$ cat src/rtl/scp_ctrl_pkg.sv
// ==========================================================================
// scp_ctrl_pkg : opcodes, FSM states and strobe bundle for the SCP controller
// Revision 1.0
// ==========================================================================
`default_nettype none

package scp_ctrl_pkg;

  localparam logic [2:0] OP_HALT  = 3'b000;
  localparam logic [2:0] OP_LOAD  = 3'b001;
  localparam logic [2:0] OP_STORE = 3'b010;
  localparam logic [2:0] OP_ADD   = 3'b011;
  localparam logic [2:0] OP_SUB   = 3'b100;
  localparam logic [2:0] OP_SHL   = 3'b101;
  localparam logic [2:0] OP_IN    = 3'b110;
  localparam logic [2:0] OP_OUT   = 3'b111;

  localparam int unsigned TMR_W = 8;

  typedef enum logic [2:0] {
    ST_IDLE    = 3'd0,
    ST_FETCH   = 3'd1,
    ST_DECODE  = 3'd2,
    ST_EXEC    = 3'd3,
    ST_WAIT_IO = 3'd4,
    ST_WB      = 3'd5,
    ST_HALT    = 3'd6,
    ST_ERR     = 3'd7
  } state_t;

  typedef struct packed {
    logic add_sub;
    logic load_acc;
    logic ac_sel;
    logic rd;
    logic wr;
    logic io_mem_sel;
    logic shift;
  } strobe_t;

  // Datapath strobes for the single EXEC cycle of a non-I/O instruction.
  function automatic strobe_t exec_strobes(input logic [2:0] op);
    strobe_t s;
    s = '0;
    case (op)
      OP_LOAD: begin
        s.rd       = 1'b1;
        s.load_acc = 1'b1;
      end
      OP_ADD: begin
        s.rd       = 1'b1;
        s.ac_sel   = 1'b1;
        s.load_acc = 1'b1;
      end
      OP_SUB: begin
        s.rd       = 1'b1;
        s.ac_sel   = 1'b1;
        s.add_sub  = 1'b1;
        s.load_acc = 1'b1;
      end
      OP_SHL: begin
        s.ac_sel   = 1'b1;
        s.shift    = 1'b1;
        s.load_acc = 1'b1;
      end
      OP_STORE: s.wr = 1'b1;
      default:  s = '0;
    endcase
    return s;
  endfunction

endpackage

`default_nettype wire

$ cat src/rtl/scp_io_timer.sv
// ==========================================================================
// scp_io_timer : loadable down-counter bounding the I/O handshake wait
// Revision 1.0
// ==========================================================================
`default_nettype none

module scp_io_timer #(
  parameter int unsigned TIMEOUT = 15,
  parameter int unsigned W       = 8
) (
  input  logic clk,
  input  logic reset,
  input  logic load,
  input  logic dec,
  input  logic clear,
  output logic expired
);

  logic [W-1:0] count;

  // count holds the wait cycles left including the current one
  always_ff @(posedge clk or negedge reset) begin
    if (!reset) begin
      count <= '0;
    end else if (clear) begin
      count <= '0;
    end else if (load) begin
      count <= W'(TIMEOUT);
    end else if (dec && (count != '0)) begin
      count <= count - W'(1);
    end
  end

  assign expired = (count == W'(1));

endmodule

`default_nettype wire

$ cat src/rtl/scp_controller_n8.sv
// ==========================================================================
// scp_controller_n8 : multi-cycle control FSM for the 8-bit SCP datapath
// Revision 1.0
// ==========================================================================
`default_nettype none

module scp_controller_n8
  import scp_ctrl_pkg::*;
#(
  parameter int unsigned N          = 8,
  parameter int unsigned IO_TIMEOUT = 15,
  parameter int unsigned CNT_W      = 8
) (
  input  logic             clk,
  input  logic             reset,
  input  logic             start,
  input  logic [2:0]       opCode,
  input  logic             in_valid,
  input  logic             out_ready,
  output logic             AddSub,
  output logic             LoadAcc,
  output logic             AcSel,
  output logic             rd,
  output logic             wr,
  output logic             IOMemSel,
  output logic             Shift,
  output logic             pc_start,
  output logic             in_ack,
  output logic             out_valid,
  output logic             busy,
  output logic             halted,
  output logic             err,
  output logic [CNT_W-1:0] instr_cnt
);

  // N only names the datapath this unit pairs with; no data passes through here.
  if (N < 3) begin : g_narrow_datapath
  end

  state_t     state_q, state_d;
  logic [2:0] op_q;
  strobe_t    strobe_q, strobe_d;
  logic       pc_start_d, in_ack_d, out_valid_d;
  logic       tmr_load, tmr_dec, tmr_clear, tmr_expired;

  scp_io_timer #(
    .TIMEOUT (IO_TIMEOUT),
    .W       (TMR_W)
  ) u_io_timer (
    .clk     (clk),
    .reset   (reset),
    .load    (tmr_load),
    .dec     (tmr_dec),
    .clear   (tmr_clear),
    .expired (tmr_expired)
  );

  // Outputs are computed for the state being entered, then registered.
  always_comb begin
    state_d     = state_q;
    strobe_d    = '0;
    in_ack_d    = 1'b0;
    out_valid_d = 1'b0;
    tmr_load    = 1'b0;
    tmr_dec     = 1'b0;
    tmr_clear   = 1'b0;

    case (state_q)
      ST_IDLE: begin
        if (start) state_d = ST_FETCH;
      end
      ST_FETCH: state_d = ST_DECODE;
      ST_DECODE: begin
        if (opCode == OP_HALT) begin
          state_d = ST_HALT;
        end else if ((opCode == OP_IN) || (opCode == OP_OUT)) begin
          state_d  = ST_WAIT_IO;
          tmr_load = 1'b1;
          if (opCode == OP_OUT) begin
            strobe_d.rd = 1'b1;
            out_valid_d = 1'b1;
          end
        end else begin
          state_d  = ST_EXEC;
          strobe_d = exec_strobes(opCode);
        end
      end
      ST_EXEC: state_d = ST_WB;
      ST_WAIT_IO: begin
        if (op_q == OP_IN) begin
          // A registered in_ack marks the write cycle that follows the handshake.
          if (in_ack) begin
            state_d = ST_WB;
          end else if (in_valid) begin
            strobe_d.wr         = 1'b1;
            strobe_d.io_mem_sel = 1'b1;
            in_ack_d            = 1'b1;
            tmr_clear           = 1'b1;
          end else if (tmr_expired) begin
            state_d = ST_ERR;
          end else begin
            tmr_dec = 1'b1;
          end
        end else begin
          if (out_ready) begin
            state_d   = ST_WB;
            tmr_clear = 1'b1;
          end else if (tmr_expired) begin
            state_d = ST_ERR;
          end else begin
            strobe_d.rd = 1'b1;
            out_valid_d = 1'b1;
            tmr_dec     = 1'b1;
          end
        end
      end
      ST_WB:   state_d = ST_FETCH;
      ST_HALT: state_d = ST_HALT;
      ST_ERR:  state_d = ST_ERR;
      default: state_d = ST_IDLE;
    endcase

    pc_start_d = (state_d == ST_WB);
  end

  always_ff @(posedge clk or negedge reset) begin
    if (!reset) begin
      state_q   <= ST_IDLE;
      op_q      <= OP_HALT;
      strobe_q  <= '0;
      pc_start  <= 1'b0;
      in_ack    <= 1'b0;
      out_valid <= 1'b0;
      busy      <= 1'b0;
      halted    <= 1'b0;
      err       <= 1'b0;
      instr_cnt <= '0;
    end else begin
      state_q   <= state_d;
      strobe_q  <= strobe_d;
      pc_start  <= pc_start_d;
      in_ack    <= in_ack_d;
      out_valid <= out_valid_d;
      busy      <= (state_d != ST_IDLE) && (state_d != ST_HALT) && (state_d != ST_ERR);
      halted    <= (state_d == ST_HALT);
      err       <= (state_d == ST_ERR);
      if (state_q == ST_DECODE) begin
        op_q <= opCode;
      end
      if ((state_d == ST_WB) && (instr_cnt != {CNT_W{1'b1}})) begin
        instr_cnt <= instr_cnt + CNT_W'(1);
      end
    end
  end

  assign AddSub   = strobe_q.add_sub;
  assign LoadAcc  = strobe_q.load_acc;
  assign AcSel    = strobe_q.ac_sel;
  assign rd       = strobe_q.rd;
  assign wr       = strobe_q.wr;
  assign IOMemSel = strobe_q.io_mem_sel;
  assign Shift    = strobe_q.shift;

endmodule

`default_nettype wire

$ cat config.mk
export PLATFORM = sky130hd
export DESIGN_NAME = scp_controller_n8
export DESIGN_NICKNAME = d
export VERILOG_FILES = /design/src/rtl/scp_ctrl_pkg.sv /design/src/rtl/scp_io_timer.sv /design/src/rtl/scp_controller_n8.sv
export SDC_FILE = /design/constraint.sdc
export NUM_CORES = 1
export LEC_CHECK = 0
export BUFFER_PORTS_ARGS = -buffer_cell sky130_fd_sc_hd__buf_2
export CORE_ASPECT_RATIO = 0.6
export CORE_MARGIN = 4
export CORE_UTILIZATION = 51
export CTS_BUF_LIST = sky130_fd_sc_hd__clkbuf_16
export DETAILED_ROUTE_END_ITERATION = 16
export PLACE_DENSITY = 0.72
export REMOVE_ABC_BUFFERS = 1
export SETUP_SLACK_MARGIN = 0.05
export SLEW_MARGIN = 20
export SYNTH_ARGS = -nofsm -noshare
export SYNTH_HDL_FRONTEND = slang
export SYNTH_HIERARCHICAL = 1
export SYNTH_SLANG_ARGS = --single-unit
$ cat constraint.sdc
create_clock -name clk -period 3.8 [get_ports clk]
set_clock_uncertainty 0.2 [all_clocks]
set_input_delay 0.19 -clock clk [delete_from_list [all_inputs] [get_ports clk]]
set_output_delay 0.19 -clock clk [all_outputs]
set_load 0.03 [all_outputs]
=== After elaboration in Yosys (flattened, before gate mapping) ===
Index checks and enable logic that the tools add are counted.

* Register bits: 35
* Input bits: 8
* Output and inout port bits: 21
* Word-level logic and storage cells: 103

* Add/subtract/negate cells: 2
* Eq/ne operators: 22
* Multiplexer cells: 49
* Reduce and logical (&&, ||, !) cells: 13

{| class="wikitable"
|+ Operators with widths
! operator !! number
|-
| == test 3 bit (second input constant) || 12
|-
| two-way mux 3 bit || 11
|-
| two-way mux 1 bit || 28
|-
| two-way mux 8 bit || 3
|-
| case mux 3 bit (8 select lines) || 1
|-
| == test 3 x 2 -> 1 bit (second input constant) || 4
|-
| adder 8 x 1 -> 8 bit (second input constant) || 1
|-
| == test 8 x 1 -> 1 bit (second input constant) || 1
|-
| inequality test 8 bit (second input constant) || 1
|-
| nonzero test 8 bit || 1
|-
| subtractor 8 x 1 -> 8 bit (second input constant) || 1
|-
| two-way mux 7 bit || 1
|-
| == test 3 x 1 -> 1 bit (second input constant) || 2
|-
| logical NOT 3 bit || 2
|-
| two-way mux 2 bit || 3
|-
| inequality test 3 bit (second input constant) || 2
|-
| case mux 3 bit (2 select lines) || 1
|-
| nonzero test 3 bit || 2
|-
| OR reduction 3 bit || 2
|-
| logical AND 1 bit || 4
|-
| OR reduction 4 bit || 1
|-
| case mux 1 bit (2 select lines) || 1
|-
| logical OR 1 bit || 1
|}

=== Logic depth before layout (Yosys ltp) ===
Gate-level depths: netlist of run 1.

* Depth after elaboration: 10
* Mapped depth: 9
* Mapped depth without buffers: 8

=== Modules after synthesis ===
The synthesis of run 1 kept the hierarchy.

{| class="wikitable"
|+ By module, submodules not included
! module !! times used !! cells an instance !! area an instance (um^2) !! seq. area each (um^2)
|-
| scp_controller_n8 || 1 || 117 || 1277.5 || 675.6
|-
| scp_io_timer || 1 || 61 || 579.3 || 200.2
|}

=== Worst setup path before layout of run 1 ===
OpenSTA, ideal clock, no wires.

* Path kind: register -> register
* Start point: reg u_io_timer.count[2]
* End point: reg instr_cnt[6]
* Library setup time: 0.125 ns
* Data arrival time: 2.555 ns
* Required time: 3.475 ns
* Path slack: 0.920 ns
* Stages on the path, launching flop included: 10
* Path buffers: 2
* Period minus slack after synthesis: 2.880 ns
* Cells stage by stage: dfrtp_1 -> buf_6 -> or3_1 -> nor4b_1 -> nor2b_1 -> o311ai_0 -> o22a_1 -> buf_6 -> nor4_2 -> mux2_4

* Word-level cells in the longest chain between the ends: 8
* Elaborated cells between the ends (all ways): 9
* Those cells by class: eq/ne (2); mux (6); reduce/logical (1)

{| class="wikitable"
|+ RTL lines
! what !! line !! RTL
|-
| from (decl) || scp_io_timer.sv:19 || <nowiki>logic [W-1:0] count;</nowiki>
|-
| from (signal assigned) || scp_io_timer.sv:28 || <nowiki>count <= W'(TIMEOUT);</nowiki>
|-
| from (signal assigned) || scp_io_timer.sv:30 || <nowiki>count <= count - W'(1);</nowiki>
|-
| == test 8 x 1 -> 1 bit * || scp_io_timer.sv:34 || <nowiki>assign expired = (count == W'(1));</nowiki>
|-
| via tmr_expired || scp_controller_n8.sv:44 || <nowiki>logic tmr_load, tmr_dec, tmr_clear, tmr_expired;</nowiki>
|-
| two-way mux 3 bit * || scp_controller_n8.sv:99, scp_controller_n8.sv:108 ||
|-
| two-way mux 3 bit || scp_controller_n8.sv:94 || <nowiki>end else if (in_valid) begin</nowiki>
|-
| two-way mux 3 bit || scp_controller_n8.sv:92 || <nowiki>if (in_ack) begin</nowiki>
|-
| two-way mux 3 bit * || scp_controller_n8.sv:90 || <nowiki>if (op_q == OP_IN) begin</nowiki>
|-
| case mux 3 bit (8 select lines) * || scp_controller_n8.sv:68 || <nowiki>case (state_q)</nowiki>
|-
| == test 3 bit * || scp_controller_n8.sv:150 || <nowiki>if ((state_d == ST_WB) && (instr_cnt != {CNT_W{1'b1}})) begin</nowiki>
|-
| logical AND 1 bit * || scp_controller_n8.sv:150 ||
|-
| to (signal assigned) || scp_controller_n8.sv:151 || <nowiki>instr_cnt <= instr_cnt + CNT_W'(1);</nowiki>
|-
| to (decl) || scp_controller_n8.sv:33 || <nowiki>output logic [CNT_W-1:0] instr_cnt</nowiki>
|}

The timed path passes the listed nets; every way through them passes the cells marked *.
A chain may end at the register's enable or synchronous reset.

=== Worst setup path in the final report of run 1 ===
Same ends and word-level chain as after synthesis.

==> flow_metrics.py, run 1 <==
metrics = {
    "drt": {
        "num_vias": 1514,
        "drt_first_pass_iters": 4,
        "drt_iter0_markers": 94,
        "wl_per_cell_um": 15.8,
        "ant_nets": 0,
        "wl_um": 4060,
        "drc": 0,
        "viasPerCell": 5.91,
    },
    "cts": {
        "numClockSinks": 35,
        "cts_tree": "done",
        "root_buffer": "clkbuf_16",
        "cts_inserted_buffers": 5,
        "htreeDepth": 2,
        "clk_pin_slew_ns": 0.05,
        "cts_setup_buffers": 0,
        "clockBufferDepth": 2,
        "postCtsHoldBufs": 2,
        "clk_latency_ns": 0.27,
        "cts_resized": 0,
    },
    "worst_setup_path": {
        "path_max_fanout": 10,
        "cpPeakStageDelay_ns": 0.69,
        "path_buf_inv": 0,
        "cpMaxStageDelayCell": "nor4b_1",
        "endpoint_kind": "flip-flop",
        "cp_data_arrival_time_ns": 3.24,
        "path_cells": "or3_1 -> nor4b_1 -> nor2b_1 -> o311ai_0 -> o22a_1 -> nor4_2 -> mux2_4",
        "critPathKind": "flip-flop to flip-flop",
        "crit_family": "simple AND/OR/NAND/NOR gates",
        "crit_required_ns": 3.75,
        "start_kind": "flip-flop",
    },
    "final_layout": {
        "fin_cells": 256,
        "nNetsFinal": 222,
        "seq_area_um2": 876,
        "multiInputGateArea_um2": 927,
        "synthToLayoutAreaGrowth_pct": 17.1,
        "drive_gt1_frac": 0.242,
        "antenna_cells": 0,
        "final_common_cell": "dfrtp_1",
        "final_util": 0.643,
        "design_area_um2": 2170,
        "nFillCells": 274,
        "final_cell_mix": "dfrtp_1, buf_2, nor2_1, nand2_1, a21oi_1",
    },
    "yosys": {
        "synthAdderAreaFrac": 0.0270,
        "synth-xor-area-share": 0.0330,
        "synth_cell_types": 49,
        "ys_ff_latch": 35,
        "yosys_warnings": 6,
        "yosys.area_share.simple": 0.285,
        "async_reset_ff_frac": 1.00,
        "synth_edf_count": 0,
        "syn_area_per_cell_um2": 10.4,
        "synth_area_leaders": "dfrtp_1, nor2_1, nand2_1",
        "synth-compound-area-share": 0.110,
        "synth_mux_area_frac": 0.0445,
        "synth_top_cell_by_area": "dfrtp_1",
        "ys.flop_type": "dfrtp_1",
        "yosysSeqAreaShare": 0.472,
        "syn_area_um2": 1860,
        "synth_top_family_by_area": "simple AND/OR/NAND/NOR gates",
        "syn_inst": 178,
        "synth_top_cell_area_share": 0.472,
    },
    "placed_design": {
        "dpl.hpwl_um": 2980,
        "dp_slack_ns": 0.595,
        "portBuffers": 28,
        "dpl.cell_count": 246,
        "gp_congestion": 0.809,
        "placed_area_um2": 2020,
    },
    "sta": {
        "fin_crit_sh": 0.865,
        "slew_headroom": 0.485,
        "slew_violations": 0,
        "hold_violations": 0,
        "rsz0062_at_grt": "no",
        "whs_ns": 0.0323,
        "finalSetupViolCount": 0,
        "fin_ws_ns": 0.513,
        "fmax_mhz": 304,
        "tns_ns": 0,
        "finalCriticalPeriod_ns": 3.29,
        "worstMarginPinSlew_ns": 0.762,
    },
    "grt": {
        "grt_max_degree": 36,
        "track_usage": 0.184,
        "antenna_found_initial": 0,
        "grt_pass1_vias": 1358,
        "grt_overflow_total": 0,
        "grt_first_pass_wirelength_um": 6540,
    },
    "power_and_ir_drop": {
        "power_density_nw_per_um2": 361,
        "power_leakage_nw": 1.04,
        "ir_drop_mv": 0.258,
        "p_total_uw": 785,
    },
    "floorplanning": {
        "start_util": 0.549,
        "rows": 16,
        "die_w_um": 85.9,
        "coreArea_um2": 3380,
        "die_area_um2": 4700,
        "ioPinCount": 29,
        "die_h_um": 54.7,
    },
    "worst_hold_path": {
        "hp-class": "input pin to flip-flop",
    },
    "run_status": {
        "outcome": "finished clean",
    },
    "run": {
        "drv_cap": 0,
    },
}
-- sequential cells by signal (all words and copies together) (netlist names), 3 cells and up --
register / count
op_q: 3
instr_cnt: 8
u_io_timer/count: 8
state_q: 3
-- kinds of logic after synthesis --
kind of cell    after synthesis
simple gates                 86
flops                        35
compound gates               29
buf+inv                      10
xor+xnor                      7
mux                           7
fa+ha+maj                     4
-- where the power goes --
group,internal (mW),switching [mW]
Sequential,0.376,0.00361
Clock,0.235,0.133
Combinational,0.0144,0.0228
Total,0.626,0.160
-- synthesized netlist by cell type (2+ instances only) --
| cell type | instances |
|---|---|
| dfrtp_1 | 35 |
| nor2_1 | 16 |
| nand2_1 | 15 |
| a21oi_1 | 10 |
| nor4_1 | 7 |
| o21ai_0 | 6 |
| or3_1 | 6 |
| xor2_1 | 6 |
| inv_1 | 5 |
| nand3b_1 | 5 |
| nor3_1 | 5 |
| ha_1 | 4 |
| nand2b_1 | 4 |
| nand3_1 | 4 |
| nor2b_1 | 4 |
| mux2i_1 | 3 |
| nor4b_2 | 3 |
| buf_6 | 2 |
| clkbuf_1 | 2 |
| mux2_2 | 2 |
| mux2_4 | 2 |
| nand4_1 | 2 |
| nor4b_1 | 2 |
| o31ai_1 | 2 |
| or2_2 | 2 |
-- final cells by class --
cell class / count / share of cell area
clock inverters: 3 / 0.00518
clock buffers: 5 / 0.0575
flip-flops and latches: 35 / 0.403
multi-input cells: 133 / 0.426
well taps: 45 / 0.0259
repair buffers: 30 / 0.0736
inverters: 5 / 0.00863
-- metal layers --
layer	vias to the layer above	routed length, um	track usage
met1	715	1870	0.264
li1	718	-	-
met2	74	1730	0.272
met4	0	48	0.0526
met3	7	401	0.0511
met5	-	0	0
-- path summary, 6_finish.rpt --
path	from	endpoint	slack, ns	cells past startpoint
setup / recovery	u_io_timer/count[2]	instr_cnt[6]	0.51	7
hold / removal	start	busy	0.03	3
setup reg to reg	u_io_timer/count[2]	instr_cnt[6]	0.51	7
hold reg to reg	instr_cnt[3]	instr_cnt[3]	0.31	1
max in group asynchronous	reset	out_valid	2.56	2
min in group asynchronous	reset	u_io_timer/count[3]	0.33	2
-- worst reg2reg max path: stages, from the launching register on --
cell and delay (ns):
dfrtp_1 0.45, or3_1 0.41, nor4b_1 0.69, nor2b_1 0.21, o311ai_0 0.12, o22a_1 0.36, nor4_2 0.40, mux2_4 0.33
No activity file was read; power rests on OpenSTA's default activity.
==> inputs of run 2 (changes only) <==
--- a/config.mk
+++ b/config.mk
@@ -7,11 +7,11 @@
 export LEC_CHECK = 0
 export BUFFER_PORTS_ARGS = -buffer_cell sky130_fd_sc_hd__buf_2
 export CORE_ASPECT_RATIO = 0.6
-export CORE_MARGIN = 4
-export CORE_UTILIZATION = 51
+export CORE_MARGIN = 2
+export CORE_UTILIZATION = 56
 export CTS_BUF_LIST = sky130_fd_sc_hd__clkbuf_16
 export DETAILED_ROUTE_END_ITERATION = 16
-export PLACE_DENSITY = 0.72
+export PLACE_DENSITY = 0.78
 export REMOVE_ABC_BUFFERS = 1
 export SETUP_SLACK_MARGIN = 0.05
 export SLEW_MARGIN = 20
==> run 2 against run 1 <==
Compared with the run above: the run now ends with negative hold slack left; final cell count unchanged; die area decreased by 19%; via count increased by 4.0%.
==> flow_metrics.py, run 2 (synthesis gave the netlist of run 1 again) <==
metrics = {
    "run_status": {
        "outcome": "finished, violations left",
        "violations": "negative hold slack",
    },
    "cts": {
        "root_buffer": "clkbuf_16",
        "cts_resized": 0,
        "clockBufferDepth": 2,
        "clk_pin_slew_ns": 0.05,
        "cts_inserted_buffers": 5,
        "clk_latency_ns": 0.28,
        "cts_tree": "done",
        "cts_setup_buffers": 0,
        "htreeDepth": 2,
        "numClockSinks": 35,
    },
    "placed_design": {
        "placed_area_um2": 2020,
        "gp_congestion": 0.858,
        "dpl.cell_count": 246,
        "portBuffers": 28,
        "dpl.hpwl_um": 3170,
    },
    "worst_setup_path": {
        "start_kind": "flip-flop",
        "crit_required_ns": 3.76,
        "critPathLaunch": "u_io_timer/count[2]",
        "crit_end": "instr_cnt[6]",
        "r2r_end": "instr_cnt[6]",
        "r2r_setup_slack_ns": 0.57,
        "path_max_fanout": 10,
        "r2r-start": "u_io_timer/count[2]",
        "rr_worst_depth": 7,
        "cp_data_arrival_time_ns": 3.19,
        "critPathKind": "flip-flop to flip-flop",
        "endpoint_kind": "flip-flop",
    },
    "drt": {
        "num_vias": 1574,
        "wl_per_cell_um": 17.4,
        "drc": 0,
        "ant_nets": 0,
        "wl_um": 4460,
        "drt_iter0_markers": 138,
        "viasPerCell": 6.15,
        "drt_first_pass_iters": 5,
    },
    "sta": {
        "whs_ns": -0.000471,
        "fin_crit_sh": 0.849,
        "rsz0062_at_grt": "no",
        "slew_violations": 0,
        "fmax_mhz": 310,
        "hold_violations": 1,
        "finalSetupViolCount": 0,
        "finalCriticalPeriod_ns": 3.23,
        "worstMarginPinSlew_ns": 0.748,
        "tns_ns": 0,
        "slew_headroom": 0.499,
    },
    "run": {
        "drv_cap": 0,
    },
    "worst_hold_path": {
        "hp-class": "input pin to flip-flop",
    },
    "grt": {
        "track_usage": 0.262,
        "grt_first_pass_wirelength_um": 7420,
        "grt_overflow_total": 0,
        "antenna_found_initial": 0,
        "grt_max_degree": 36,
        "grt_pass1_vias": 1576,
    },
    "final_layout": {
        "nNetsFinal": 222,
        "final_cell_mix": "dfrtp_1, buf_2, nor2_1, nand2_1, a21oi_1",
        "top_regs": "instr_cnt x8, u_io_timer/count x8",
        "synthToLayoutAreaGrowth_pct": 17.4,
        "drive_gt1_frac": 0.251,
        "fin_cells": 256,
        "antenna_cells": 0,
        "design_area_um2": 2180,
        "final_common_cell": "dfrtp_1",
    },
    "power_and_ir_drop": {
        "p_total_uw": 802,
        "power_density_nw_per_um2": 368,
        "power_leakage_nw": 1.04,
        "ir_drop_mv": 0.253,
    },
    "floorplanning": {
        "ioPinCount": 29,
        "coreArea_um2": 3200,
        "rows": 16,
        "die_area_um2": 3810,
        "start_util": 0.580,
        "die_w_um": 78.3,
        "die_h_um": 48.6,
    },
}
-- run 2: worst min-delay path by stage --
stage	cells after the start	slack (ns)	to	from
after detailed placement	1	0.10	LoadAcc	reset
after floorplan	0	-0.31	AcSel	reset
after global routing	3	0.04	busy	start
after CTS	3	0.005	busy	start
final	3	-0.0005	busy	start
after global placement	1	0.09	out_valid	reset
-- run 2: area by class of cell --
cell class,count,area (um^2)
fillers,265,1020
multi-input cells,133,927
flip-flops and latches,35,876
repair buffers,30,160
clock buffers,5,125
well taps,45,56.3
inverters,5,18.8
clock inverters,3,16.3
-- run 2: repair_timing --
| action | in CTS | in global routing |
|---|---|---|
| hold buffers | 2 | 0 |
| endpoints found under the hold margin | 36 | 0 |
| setup endpoints to repair | 0 | 0 |
-- run 2: power breakdown --
| group | internal, mW | switching, mW |
|---|---|---|
| logic | 0.0145 | 0.0239 |
| registers | 0.376 | 0.00375 |
| clock network | 0.239 | 0.146 |
-- run 2: metal layers --
metal,vias up,routed length [um],GRT usage
li1,714,-,-
met1,765,2000,0.352
met2,79,2020,0.388
met3,16,317,0.0672
met4,0,124,0.149
met5,-,0,0
-- run 2: critical path, cell delays in order (launching register included) --
cell and delay [ns]:
dfrtp_1 0.46, or3_1 0.42, nor4b_1 0.62, nor2b_1 0.20, o311ai_0 0.13, o22a_1 0.39, nor4_2 0.36, mux2_4 0.32
-- run 2: stage by stage --
step,worst slack (ns),util
6_report,0.573,0.680
5_1_grt,0.369,0.680
4_1_cts,0.620,0.680
3_5_place_dp,0.642,0.630
3_3_place_gp,0.764,0.630
2_1_floorplan,0.938,-
